File: src/rtl/signedness_pkg.sv
// Shared definitions for the signedness datapath: FSM encoding and saturation bounds.
package signedness_pkg;

    typedef enum logic {
        ST_ACC  = 1'b0,
        ST_DONE = 1'b1
    } state_e;

    // Bounds are returned as 32-bit patterns; callers truncate to their width.
    function automatic logic [31:0] smax_f(int unsigned w);
        return (32'd1 << (w - 1)) - 32'd1;
    endfunction

    function automatic logic [31:0] smin_f(int unsigned w);
        return 32'd1 << (w - 1);
    endfunction

    function automatic logic [31:0] umax_f(int unsigned w);
        return (w >= 32) ? 32'hFFFF_FFFF : (32'd1 << w) - 32'd1;
    endfunction

endpackage

File: src/rtl/signedness_acc_sat_add.sv
// Combinational saturating adder: acc + extended x, computed one bit wider
// than the accumulator so overflow never wraps before it is detected.
module sat_add
    import signedness_pkg::*;
#(
    parameter int unsigned W_IN   = 5,
    parameter int unsigned W_ACC  = 8,
    parameter bit          SIGNED = 1'b1
) (
    input  logic [W_ACC-1:0] acc,
    input  logic [W_IN-1:0]  x,
    output logic [W_ACC-1:0] sum,
    output logic             clamp
);

    localparam int unsigned W_EXT = W_ACC + 1;

    logic [W_EXT-1:0] acc_e;
    logic [W_EXT-1:0] x_e;
    logic [W_EXT-1:0] raw;

    generate
        if (SIGNED) begin : g_signed
            localparam logic [W_ACC-1:0] MAX = W_ACC'(smax_f(W_ACC));
            localparam logic [W_ACC-1:0] MIN = W_ACC'(smin_f(W_ACC));

            // Overflow when the guard bit disagrees with the result sign bit.
            always_comb begin
                acc_e = {acc[W_ACC-1], acc};
                x_e   = {{(W_EXT - W_IN){x[W_IN-1]}}, x};
                raw   = acc_e + x_e;
                clamp = raw[W_ACC] ^ raw[W_ACC-1];
                sum   = raw[W_ACC-1:0];
                if (clamp) begin
                    sum = raw[W_ACC] ? MIN : MAX;
                end
            end
        end else begin : g_unsigned
            localparam logic [W_ACC-1:0] MAX = W_ACC'(umax_f(W_ACC));

            always_comb begin
                acc_e = {1'b0, acc};
                x_e   = {{(W_EXT - W_IN){1'b0}}, x};
                raw   = acc_e + x_e;
                clamp = raw[W_ACC];
                sum   = clamp ? MAX : raw[W_ACC-1:0];
            end
        end
    endgenerate

endmodule

File: src/rtl/signedness_acc.sv
// Frame accumulator: sums FRAME_LEN (signed, unsigned) sample pairs with
// per-step saturation and presents the result on a valid/ready port.
module signedness_acc
    import signedness_pkg::*;
#(
    parameter int unsigned W_IN      = 5,
    parameter int unsigned W_ACC     = 8,
    parameter int unsigned FRAME_LEN = 16
) (
    input  logic                    clk,
    input  logic                    rst,
    input  logic                    in_valid,
    output logic                    in_ready,
    input  logic signed [W_IN-1:0]  in_c,
    input  logic        [W_IN-1:0]  in_cu,
    output logic                    out_valid,
    input  logic                    out_ready,
    output logic signed [W_ACC-1:0] sum_s,
    output logic        [W_ACC-1:0] sum_u,
    output logic                    sat_s,
    output logic                    sat_u
);

    localparam int unsigned CNT_W = $clog2(FRAME_LEN);
    localparam logic [CNT_W-1:0] CNT_LAST = CNT_W'(FRAME_LEN - 1);

    state_e             state_q;
    logic [CNT_W-1:0]   cnt_q;
    logic [W_ACC-1:0]   sum_s_q, sum_s_d;
    logic [W_ACC-1:0]   sum_u_q, sum_u_d;
    logic               sat_s_q, sat_u_q;
    logic               clamp_s, clamp_u;
    logic               in_ready_q, out_valid_q;

    sat_add #(.W_IN(W_IN), .W_ACC(W_ACC), .SIGNED(1'b1)) u_sat_s (
        .acc   (sum_s_q),
        .x     (in_c),
        .sum   (sum_s_d),
        .clamp (clamp_s)
    );

    sat_add #(.W_IN(W_IN), .W_ACC(W_ACC), .SIGNED(1'b0)) u_sat_u (
        .acc   (sum_u_q),
        .x     (in_cu),
        .sum   (sum_u_d),
        .clamp (clamp_u)
    );

    // in_ready is 1 only in ACC, so an accept there is simply in_valid.
    always_ff @(posedge clk) begin
        if (rst) begin
            state_q     <= ST_ACC;
            cnt_q       <= '0;
            sum_s_q     <= '0;
            sum_u_q     <= '0;
            sat_s_q     <= 1'b0;
            sat_u_q     <= 1'b0;
            in_ready_q  <= 1'b1;
            out_valid_q <= 1'b0;
        end else begin
            case (state_q)
                ST_ACC: begin
                    if (in_valid) begin
                        sum_s_q <= sum_s_d;
                        sum_u_q <= sum_u_d;
                        sat_s_q <= sat_s_q | clamp_s;
                        sat_u_q <= sat_u_q | clamp_u;
                        if (cnt_q == CNT_LAST) begin
                            cnt_q       <= '0;
                            state_q     <= ST_DONE;
                            in_ready_q  <= 1'b0;
                            out_valid_q <= 1'b1;
                        end else begin
                            cnt_q <= cnt_q + CNT_W'(1);
                        end
                    end
                end
                ST_DONE: begin
                    if (out_ready) begin
                        state_q     <= ST_ACC;
                        sum_s_q     <= '0;
                        sum_u_q     <= '0;
                        sat_s_q     <= 1'b0;
                        sat_u_q     <= 1'b0;
                        in_ready_q  <= 1'b1;
                        out_valid_q <= 1'b0;
                    end
                end
                default: begin
                    state_q <= ST_ACC;
                end
            endcase
        end
    end

    assign in_ready  = in_ready_q;
    assign out_valid = out_valid_q;
    assign sum_s     = sum_s_q;
    assign sum_u     = sum_u_q;
    assign sat_s     = sat_s_q;
    assign sat_u     = sat_u_q;

endmodule

File: config.mk
export PLATFORM = sky130hd
export DESIGN_NAME = signedness_acc
export DESIGN_NICKNAME = d
export VERILOG_FILES = /design/src/rtl/signedness_pkg.sv /design/src/rtl/signedness_acc_sat_add.sv /design/src/rtl/signedness_acc.sv
export SDC_FILE = /design/constraint.sdc
export NUM_CORES = 1
export LEC_CHECK = 0
export BUFFER_PORTS_ARGS = -buffer_cell sky130_fd_sc_hd__buf_2
export CAP_MARGIN = 10
export CORE_MARGIN = 2
export CORE_UTILIZATION = 40
export CTS_CLUSTER_DIAMETER = 40
export CTS_CLUSTER_SIZE = 25
export DETAILED_ROUTE_END_ITERATION = 8
export PLACE_DENSITY = 0.59
export SLEW_MARGIN = 25
export SYNTH_ARGS = -nofsm -noshare
export SYNTH_HDL_FRONTEND = slang
export SYNTH_HIERARCHICAL = 1
export SYNTH_SLANG_ARGS = --single-unit
File: constraint.sdc
create_clock -name clk -period 2.47 [get_ports clk]
set_input_delay 0.247 -clock clk [delete_from_list [all_inputs] [get_ports clk]]
set_output_delay 0.247 -clock clk [all_outputs]
set_load 0.005 [all_outputs]
### Yosys cells after proc, flatten, opt, wreduce, memory -nomap -nowiden

Index checks and enable logic that the tools add are counted.

* $add $sub $neg: 3
* bitwise logic cells: 4
* equal/unequal tests: 4
* muxes and demuxes: 25
* reductions and logical operators: 3

Operators by type and width (number)
* 2-to-1 mux 8 bit: 6
* case mux 8 bit (2 select lines): 2
* adder 8 x 5 -> 9 bit: 2
* 2-to-1 mux 1 bit: 11
* case mux 1 bit (2 select lines): 5
* inequality test 2 bit (second input constant): 3
* adder 4 x 1 -> 4 bit (second input constant): 1
* equality test 4 bit (second input constant): 1
* 2-to-1 mux 4 bit: 1
* AND reduction 2 bit: 2
* AND reduction 3 bit: 1
* bitwise OR 1 bit: 2
* NOT 1 bit: 1
* bitwise XOR 1 bit: 1

* bits of input ports: 14
* flip-flop bits (word level): 25

### Depth between registers and ports, before layout

Gate-level depths: netlist (run 1).

* depth after elaboration: 5
* mapped depth: 10
* gate-level depth less buffers: 10

### Cells and area by module

Netlist (run 1), hierarchy kept.

Modules (own cells, without submodules)
* signedness_acc: area an instance 1012.2 sq um, instances 1, cells an instance 96
* sat_add (u_sat_s): area an instance 462.9 sq um, instances 1, cells an instance 56
* sat_add (u_sat_u): area an instance 289.0 sq um, instances 1, cells an instance 40

### Worst setup path after synthesis (run 1)

OpenSTA, ideal clock, no wires.

* kind: register to register
* from: register sum_s_q[0], in the netlist sum_s[0]
* to: register sat_s_q, in the netlist sat_s
* path slack: 0.349 ns
* arrival: 2.056 ns
* required time: 2.405 ns
* setup time: 0.065 ns
* stages on the path, launching flop included: 11
* clock period less this slack: 2.121 ns
* path through: dfxtp_1 > ha_1 > fa_1 > nand3_1 > a21o_1 > a41oi_4 > nor3_4 > nand2b_1 > a21oi_1 > a2bb2oi_1 > nor2_1

* cells in the longest elaborated chain, start to end: 5

Ends and longest elaborated chain
* start: declaration: line signedness_acc.sv:29 `logic [W_ACC-1:0] sum_s_q, sum_s_d;`
* start signal: assignment: line signedness_acc.sv:64 `sum_s_q <= sum_s_d;`
* adder 8 x 5 -> 9 bit: line signedness_acc_sat_add.sv:31 `raw = acc_e + x_e;`
* bitwise XOR 1 bit: line signedness_acc_sat_add.sv:32 `clamp = raw[W_ACC] ^ raw[W_ACC-1];`
* via clamp_s: line signedness_acc.sv:32 `logic clamp_s, clamp_u;`
* bitwise OR 1 bit: line signedness_acc.sv:66 `sat_s_q <= sat_s_q | clamp_s;`
* 2-to-1 mux 1 bit: line signedness_acc.sv:63 `if (in_valid) begin`
* case mux 1 bit (2 select lines): line signedness_acc.sv:61 `case (state_q)`
* end signal: assignment: line signedness_acc.sv:66
* end: declaration: line signedness_acc.sv:31 `logic sat_s_q, sat_u_q;`

The timed path passes the listed nets, and every way through them passes these cells. The select of a mux whose other input is x is not followed.
A chain may end at the register's enable or synchronous reset.

### Final worst setup path (run 1)

Ends and elaborated chain as after synthesis.

==> results of run 1 <==
==> how the worst min path moves through the flow <==
| stage | slack (ns) | depth (start not counted) | endpoint |
|---|---|---|---|
| CTS | 0.27 | 3 | in_ready |
| floorplan | 0.32 | 1 | out_valid |
| detailed placement | 0.45 | 2 | out_valid |
| global placement | 0.44 | 2 | out_valid |
| global route | 0.29 | 3 | in_ready |
| finish | 0.28 | 3 | in_ready |
==> synthesized netlist by cell type (4+ instances only) <==
| cell type | count |
|---|---|
| sky130_fd_sc_hd__nor2_1 | 26 |
| sky130_fd_sc_hd__dfxtp_1 | 25 |
| sky130_fd_sc_hd__a21oi_1 | 16 |
| sky130_fd_sc_hd__ha_1 | 14 |
| sky130_fd_sc_hd__nand2_1 | 12 |
| sky130_fd_sc_hd__a22oi_2 | 10 |
| sky130_fd_sc_hd__inv_1 | 10 |
| sky130_fd_sc_hd__xnor2_1 | 8 |
| sky130_fd_sc_hd__nand3_1 | 7 |
| sky130_fd_sc_hd__a22oi_1 | 6 |
| sky130_fd_sc_hd__o21ai_1 | 5 |
| sky130_fd_sc_hd__a21o_1 | 4 |
| sky130_fd_sc_hd__o21ai_0 | 4 |
==> through the flow <==
stage               util (%)  std cells  hold WS, ns  area, sq um
global route            46.4        275        0.290         1990
global placement        45.3        271        0.445         1950
finish                  46.4        275        0.277         1990
CTS                     46.4        275        0.272         1990
floorplan                  -        192        0.316         1760
detailed placement      45.3        271        0.453         1950
==> power groups by stage <==
stage | Clock (uW) | Combinational (uW) | Sequential (uW)
final | 248 | 627 | 496
after global routing | 276 | 707 | 507
after CTS | 264 | 634 | 498
after detailed placement | 0 | 631 | 507
after global placement | 0 | 630 | 508
after floorplan | 0 | 499 | 504
==> layout make-up <==
| cell class | count | area, sq um | area share (%) |
|---|---|---|---|
| clock buffers | 3 | 41.3 | 2.07 |
| clock inverters | 1 | 7.51 | 0.376 |
| inverters | 10 | 37.5 | 1.88 |
| multi-input cells | 151 | 1180 | 59.0 |
| flip-flops and latches | 25 | 500 | 25.1 |
| well taps | 52 | 65.1 | 3.26 |
| repair buffers | 33 | 165 | 8.28 |
==> sequential cells by signal, summed over array words and instances (netlist names) <==
| name | flops |
|---|---|
| cnt_q | 4 |
| sum_s | 8 |
| state_q | 1 |
| in_ready | 1 |
| sat_u | 1 |
| sum_u | 8 |
| out_valid | 1 |
| sat_s | 1 |
==> tightest hold or removal path, stage by stage <==
cell	delay [ns]
sky130_fd_sc_hd__buf_2	0.12
sky130_fd_sc_hd__nand2_1	0.08
sky130_fd_sc_hd__nand3_1	0.07
==> routing by layer <==
metal | GRT usage [%] | vias to the layer above
li1 | - | 754
met1 | 19.8 | 666
met2 | 24.5 | 18
met3 | 2.74 | 4
met4 | 5.77 | 0
met5 | 0 | -
==> cells by family (layout without fill, tap and decap cells) <==
group	after synthesis	after routing	synth area share, %
AO/OA/AOI/OAI	62	62	29.5
XOR/XNOR	10	10	5.39
adder cells (fa/ha/maj)	16	16	12.2
buffers and inverters	16	47	4.89
flip-flops	25	25	28.4
multiplexers	2	2	1.84
AND/OR/NAND/NOR	61	61	17.8
==> impl_metrics.prom, run 1 <==
# TYPE chip_impl_metric gauge
chip_impl_info{name="status",value="finished clean"} 1
chip_impl_info{name="worst_path_dominant_cell_family",value="adder cells"} 1
chip_impl_metric{name="worstPathRequired",unit="ns"} 2.69
chip_impl_metric{name="met2WireLength",unit="mm"} 1.61
chip_impl_metric{name="via_per_inst",unit=""} 5.24
chip_impl_metric{name="min_period_over_period",unit="%"} 91.0
chip_impl_metric{name="placeableCoreArea",unit="sq um"} 4290
chip_impl_metric{name="max-vdd-ir-drop",unit="uV"} 229
chip_impl_metric{name="path_depth",unit=""} 10
chip_impl_metric{name="number_of_buffer_and_inverter_stages_on_the_critical_path",unit=""} 0
chip_impl_metric{name="maxSlewHeadroom",unit="%"} 54.3
chip_impl_info{name="cp-end-kind",value="flip-flop"} 1
chip_impl_info{name="cell_taking_the_most_area_after_synthesis",value="sky130_fd_sc_hd__dfxtp_1"} 1
chip_impl_metric{name="clkTransAtPathRegs",unit="ns"} 0.10
chip_impl_metric{name="powerDensity",unit="nW/um^2"} 688
chip_impl_metric{name="grt_first_pass_wirelength",unit="mm"} 6.15
chip_impl_metric{name="ioPinCount",unit=""} 34
chip_impl_metric{name="start_util",unit="%"} 41.1
chip_impl_info{name="worst_r2r_end",value="sat_s"} 1
chip_impl_metric{name="rrSetupSlack",unit="ns"} 0.22
chip_impl_metric{name="min_period",unit="ns"} 2.25
chip_impl_metric{name="static_leakage",unit="uW"} 0.000885
chip_impl_metric{name="timing.critical_path.arrival",unit="ns"} 2.47
chip_impl_metric{name="synth.yosys.warnings",unit=""} 6
chip_impl_metric{name="syn_nets",unit=""} 222
chip_impl_metric{name="synth-seq-cells",unit=""} 25
chip_impl_metric{name="htree_num_levels",unit=""} 1
chip_impl_info{name="yosys_most_used_dff",value="sky130_fd_sc_hd__dfxtp_1"} 1
chip_impl_metric{name="largest_net_degree_at_the_start_of_global_routing",unit=""} 24
chip_impl_metric{name="synth_edf_count",unit=""} 0
chip_impl_metric{name="area_growth_syn_to_layout",unit="%"} 13.0
chip_impl_metric{name="clkLatencyLatePin",unit="ns"} 0.28
chip_impl_metric{name="cap_viol_max_count",unit=""} 0
chip_impl_metric{name="p_int",unit="uW"} 858
chip_impl_metric{name="die-width",unit="um"} 70.4
chip_impl_metric{name="fin_setup_tns",unit="ns"} 0
chip_impl_metric{name="cts_post_setup_buffers_inserted",unit=""} 0
chip_impl_metric{name="share_seq_of_total_power",unit="%"} 36.2
chip_impl_metric{name="n_fill_cell",unit=""} 452
chip_impl_metric{name="sw_frac_of_total",unit="%"} 37.5
chip_impl_metric{name="worst_slew_pin_slew",unit="ns"} 0.672
chip_impl_info{name="unrepaired_setup_endpoints_after_global_routing",value="no"} 1
chip_impl_info{name="yosys-top-cells-area",value="sky130_fd_sc_hd__dfxtp_1, sky130_fd_sc_hd__ha_1, sky130_fd_sc_hd__a22oi_2"} 1
chip_impl_info{name="worst_setup_path_start_kind",value="flip-flop"} 1
chip_impl_metric{name="total_switching_power",unit="uW"} 514
chip_impl_metric{name="detailed_place_hpwl",unit="mm"} 2.60
chip_impl_metric{name="die_height",unit="um"} 70.4
chip_impl_metric{name="cts-buffers-inserted",unit=""} 3
chip_impl_metric{name="average_wire_per_cell_in_the_routed_design",unit="um"} 12.5
chip_impl_info{name="hp-class",value="input pin to flip-flop"} 1
chip_impl_metric{name="drc",unit=""} 0
chip_impl_metric{name="routed-via-count",unit=""} 1442
chip_impl_metric{name="cts_hold_buffers",unit=""} 0
chip_impl_info{name="route.top_layer_used",value="met4"} 1
chip_impl_metric{name="layout.nets",unit=""} 254
chip_impl_metric{name="dp_worst_setup_slack",unit="ns"} 0.188
chip_impl_metric{name="route.final.wire_length",unit="mm"} 3.43
chip_impl_metric{name="antennaDiodeCount",unit=""} 0
chip_impl_metric{name="rows",unit=""} 24
chip_impl_metric{name="drt-met1-wl",unit="mm"} 1.64
chip_impl_metric{name="first_pass_iters",unit=""} 4
chip_impl_metric{name="worstRegToRegCells",unit=""} 10
chip_impl_metric{name="met3_length",unit="um"} 132
chip_impl_metric{name="cts.path.max_buffers",unit=""} 2
chip_impl_metric{name="p_total",unit="uW"} 1370
chip_impl_info{name="path_cells",value="ha_1 > fa_1 > nand3_1 > a21o_1 > a41oi_4 > nor3_4 > nand2b_1 > a21oi_1 > a2bb2oi_1 > nor2_1"} 1
chip_impl_metric{name="synth.avg_cell_area",unit="sq um"} 9.19
chip_impl_metric{name="final_max_slew_viol_count",unit=""} 0
chip_impl_metric{name="port_buffers",unit=""} 33
chip_impl_info{name="final_common_cell",value="sky130_fd_sc_hd__buf_2"} 1
chip_impl_metric{name="postRouteAntennaNets",unit=""} 0
chip_impl_metric{name="pwr-share-comb",unit="%"} 45.7
chip_impl_metric{name="grtUsageTotal",unit="%"} 15.1
chip_impl_info{name="hold_start",value="out_ready"} 1
chip_impl_info{name="clock_root_buffer",value="sky130_fd_sc_hd__clkbuf_8"} 1
chip_impl_metric{name="synth_largest_type_area_fraction",unit="%"} 28.4
chip_impl_metric{name="ys_async_sr_fraction",unit="%"} 0
chip_impl_metric{name="power.share.clock",unit="%"} 18.1
chip_impl_metric{name="clock_sinks",unit=""} 25
chip_impl_metric{name="max_incr_delay_on_cp",unit="ns"} 0.43
chip_impl_metric{name="final-setup-viol-count",unit=""} 0
chip_impl_metric{name="synth_sequential_area_ratio",unit="%"} 28.4
chip_impl_metric{name="mappedNetlistArea",unit="sq um"} 1760
chip_impl_metric{name="fmax",unit="MHz"} 445
chip_impl_info{name="tritoncts",value="yes"} 1
chip_impl_metric{name="final.setup.worst_slack",unit="ns"} 0.221
chip_impl_metric{name="layout-drive-gt1-share",unit="%"} 28.7
chip_impl_metric{name="synth_cell_types",unit=""} 46
chip_impl_metric{name="path_max_fanout",unit=""} 7
chip_impl_metric{name="initialDrtViolationCount",unit=""} 62
chip_impl_metric{name="cts-resized-gates",unit=""} 0
chip_impl_info{name="crit_path_start",value="sum_s[0]"} 1
chip_impl_metric{name="antenna_found_initial",unit=""} 0
chip_impl_info{name="layout_common_cells",value="sky130_fd_sc_hd__buf_2, sky130_fd_sc_hd__nor2_1, sky130_fd_sc_hd__dfxtp_1, sky130_fd_sc_hd__a21oi_1, sky130_fd_sc_hd__ha_1"} 1
chip_impl_info{name="worst_r2r_startpoint",value="sum_s[0]"} 1
chip_impl_metric{name="vias_in_the_first_global_route",unit=""} 1389
chip_impl_metric{name="die_area",unit="sq um"} 4960
chip_impl_metric{name="fin_skew",unit="ns"} 0.0120
chip_impl_metric{name="globalRouteOverflowTotal",unit=""} 0
chip_impl_metric{name="finalWeightedCongestion",unit=""} 0.783
chip_impl_info{name="timing.critical_path.slowest_stage_cell",value="sky130_fd_sc_hd__fa_1"} 1
chip_impl_info{name="crit_end",value="sat_s"} 1
chip_impl_info{name="setup.worst_path.class",value="flip-flop to flip-flop"} 1
chip_impl_metric{name="netlist_instances",unit=""} 192
chip_impl_metric{name="hold_viol_final",unit=""} 0
(Power assumes the default switching activity.)
==> inputs of run 2 (changes only) <==
--- a/config.mk
+++ b/config.mk
@@ -8,11 +8,12 @@
 export BUFFER_PORTS_ARGS = -buffer_cell sky130_fd_sc_hd__buf_2
 export CAP_MARGIN = 10
 export CORE_MARGIN = 2
-export CORE_UTILIZATION = 40
+export CORE_UTILIZATION = 45
 export CTS_CLUSTER_DIAMETER = 40
 export CTS_CLUSTER_SIZE = 25
 export DETAILED_ROUTE_END_ITERATION = 8
-export PLACE_DENSITY = 0.59
+export MAX_ROUTING_LAYER = met4
+export PLACE_DENSITY = 0.65
 export SLEW_MARGIN = 25
 export SYNTH_ARGS = -nofsm -noshare
 export SYNTH_HDL_FRONTEND = slang
==> run 2 against run 1 <==
Die area is 10% lower. Worst setup slack got worse by 0.010 ns. Hold slack better by 0.011 ns. Non-clock buffer count is the same. Sequential power up 0.8%. First-iteration DRC count fell by 29%. Combinational power is 0.6% lower. Sequential share of layout area increased by 0.063 points. Clock skew down 0.0025 ns. Core utilization grew 7.1 points. Register-to-register slack about the same. Critical path depth is 1 lower.
==> impl_metrics.prom, run 2 (same netlist as run 1, synthesis figures left out) <==
# TYPE chip_impl_metric gauge
chip_impl_metric{name="multi_input_comb_area",unit="sq um"} 1180
chip_impl_metric{name="final_max_slew_viol_count",unit=""} 0
chip_impl_metric{name="antenna_found_initial",unit=""} 0
chip_impl_info{name="setup.worst_path.class",value="flip-flop to flip-flop"} 1
chip_impl_info{name="unrepaired_setup_endpoints_after_global_routing",value="no"} 1
chip_impl_metric{name="cts-buffers-inserted",unit=""} 3
chip_impl_info{name="status",value="finished clean"} 1
chip_impl_metric{name="largest_net_degree_at_the_start_of_global_routing",unit=""} 24
chip_impl_metric{name="htree_num_levels",unit=""} 1
chip_impl_metric{name="fin_skew",unit="ns"} 0.00945
chip_impl_metric{name="average_wire_per_cell_in_the_routed_design",unit="um"} 12.7
chip_impl_metric{name="die_area",unit="sq um"} 4440
chip_impl_metric{name="die_height",unit="um"} 66.6
chip_impl_metric{name="powerDensity",unit="nW/um^2"} 688
chip_impl_metric{name="first_pass_iters",unit=""} 4
chip_impl_metric{name="static_leakage",unit="uW"} 0.000885
chip_impl_metric{name="port_buffers",unit=""} 33
chip_impl_metric{name="globalRouteOverflowTotal",unit=""} 0
chip_impl_metric{name="max-vdd-ir-drop",unit="uV"} 354
chip_impl_metric{name="worstPathRequired",unit="ns"} 2.62
chip_impl_info{name="clock_root_buffer",value="sky130_fd_sc_hd__clkbuf_8"} 1
chip_impl_metric{name="maxSlewHeadroom",unit="%"} 56.3
chip_impl_metric{name="via_per_inst",unit=""} 5.35
chip_impl_metric{name="cts_post_setup_buffers_inserted",unit=""} 0
chip_impl_metric{name="worstRegToRegCells",unit=""} 9
chip_impl_info{name="crit_path_start",value="sum_s[0]"} 1
chip_impl_metric{name="timing.critical_path.arrival",unit="ns"} 2.41
chip_impl_metric{name="drc",unit=""} 0
chip_impl_metric{name="cts_hold_buffers",unit=""} 0
chip_impl_metric{name="fin_util",unit="%"} 53.5
chip_impl_metric{name="clkTransAtPathRegs",unit="ns"} 0.09
chip_impl_metric{name="ioPinCount",unit=""} 34
chip_impl_metric{name="cap_viol_max_count",unit=""} 0
chip_impl_metric{name="worst_slew_pin_slew",unit="ns"} 0.642
chip_impl_info{name="worst_setup_path_start_kind",value="flip-flop"} 1
chip_impl_metric{name="antennaDiodeCount",unit=""} 0
chip_impl_metric{name="vias_in_the_first_global_route",unit=""} 1377
chip_impl_metric{name="rows",unit=""} 22
chip_impl_metric{name="hold_viol_final",unit=""} 0
chip_impl_info{name="crit_end",value="sum_s[2]"} 1
chip_impl_metric{name="final-setup-viol-count",unit=""} 0
chip_impl_metric{name="layout-drive-gt1-share",unit="%"} 28.7
chip_impl_metric{name="layout.nets",unit=""} 254
chip_impl_metric{name="cts-resized-gates",unit=""} 0
chip_impl_metric{name="grtUsageTotal",unit="%"} 17.8
chip_impl_metric{name="area_growth_syn_to_layout",unit="%"} 12.8
chip_impl_info{name="final_common_cell",value="sky130_fd_sc_hd__buf_2"} 1
chip_impl_metric{name="clock_sinks",unit=""} 25
chip_impl_metric{name="placed_cells",unit=""} 267
chip_impl_metric{name="register_area",unit="sq um"} 500
chip_impl_metric{name="fin_setup_tns",unit="ns"} 0
chip_impl_metric{name="route.final.wire_length",unit="mm"} 3.44
chip_impl_metric{name="postRouteAntennaNets",unit=""} 0
chip_impl_metric{name="path_max_fanout",unit=""} 7
chip_impl_metric{name="min_period",unit="ns"} 2.26
chip_impl_info{name="tritoncts",value="yes"} 1
chip_impl_info{name="worst_r2r_startpoint",value="sum_s[0]"} 1
chip_impl_info{name="worst_r2r_end",value="sum_s[2]"} 1
chip_impl_metric{name="start_util",unit="%"} 47.5
chip_impl_metric{name="fmax",unit="MHz"} 443
chip_impl_metric{name="grt_first_pass_wirelength",unit="mm"} 5.95
chip_impl_metric{name="initialDrtViolationCount",unit=""} 44
chip_impl_info{name="cp-end-kind",value="flip-flop"} 1
chip_impl_info{name="layout_common_cells",value="sky130_fd_sc_hd__buf_2, sky130_fd_sc_hd__nor2_1, sky130_fd_sc_hd__dfxtp_1, sky130_fd_sc_hd__a21oi_1, sky130_fd_sc_hd__ha_1"} 1
chip_impl_metric{name="rrSetupSlack",unit="ns"} 0.21
chip_impl_metric{name="finalWeightedCongestion",unit=""} 0.792
chip_impl_metric{name="cts.path.max_buffers",unit=""} 2
chip_impl_metric{name="instances_no_fill",unit=""} 271
chip_impl_metric{name="placeableCoreArea",unit="sq um"} 3720
chip_impl_metric{name="routed-via-count",unit=""} 1449
chip_impl_metric{name="min_period_over_period",unit="%"} 91.5
chip_impl_metric{name="clkLatencyLatePin",unit="ns"} 0.27
chip_impl_metric{name="detailed_place_hpwl",unit="mm"} 2.65
chip_impl_info{name="hp-class",value="input pin to flip-flop"} 1
chip_impl_metric{name="p_total",unit="uW"} 1370
chip_impl_metric{name="n_fill_cell",unit=""} 382
chip_impl_metric{name="die-width",unit="um"} 66.6
-- run 2: cell counts in the layout (fill, tap and decap cells not counted) --
Identical to the previous run, type by type.
-- run 2: final cells by class --
cell class | count | share of cell area, %
clock buffer | 3 | 2.08
tap | 48 | 3.02
inverter | 10 | 1.89
clock inverter | 1 | 0.377
multi-input combinational | 151 | 59.2
timing repair buffer | 33 | 8.30
sequential | 25 | 25.2
-- run 2: through the flow --
stage,hold WS [ns],area [sq um],worst slack [ns]
4_1_cts,0.285,1990,0.213
5_1_grt,0.328,1990,0.00160
2_1_floorplan,0.316,1760,0.349
6_report,0.288,1990,0.211
3_5_place_dp,0.451,1940,0.205
3_3_place_gp,0.443,1940,0.246
-- run 2: routing by layer --
layer / routed length (um) / up-vias / track usage (%)
met5: 0 / - / -
met4: 45 / 0 / 6.12
met3: 113 / 5 / 2.53
met2: 1650 / 23 / 29.9
met1: 1630 / 669 / 21.9
li1: - / 752 / -
-- run 2: power breakdown --
part	total, uW	leakage [uW]	switching, uW	internal (uW)
Clock	246	0.0000217	131	114
Sequential	500	0.000205	50.0	450
Combinational	623	0.000658	329	294
Total	1370	0.000885	511	858
-- run 2: critical path, stage by stage (launching register included) --
cell                      delay (ns)
sky130_fd_sc_hd__dfxtp_1        0.33
sky130_fd_sc_hd__ha_1           0.25
sky130_fd_sc_hd__fa_1           0.43
sky130_fd_sc_hd__nand3_1        0.13
sky130_fd_sc_hd__a21o_1         0.16
sky130_fd_sc_hd__a41oi_4        0.17
sky130_fd_sc_hd__nor3_4         0.34
sky130_fd_sc_hd__o21ai_1        0.14
sky130_fd_sc_hd__a22oi_2        0.16
sky130_fd_sc_hd__nor2_1         0.05
-- run 2: worst min path at each step --
stage,start,to,slack [ns],depth (start not counted)
after floorplan,rst,out_valid,0.32,1
after global placement,out_valid,out_valid,0.44,2
after detailed placement,out_valid,out_valid,0.45,2
after CTS,out_ready,in_ready,0.28,3
after global routing,out_ready,in_ready,0.33,3
final,out_ready,in_ready,0.29,3
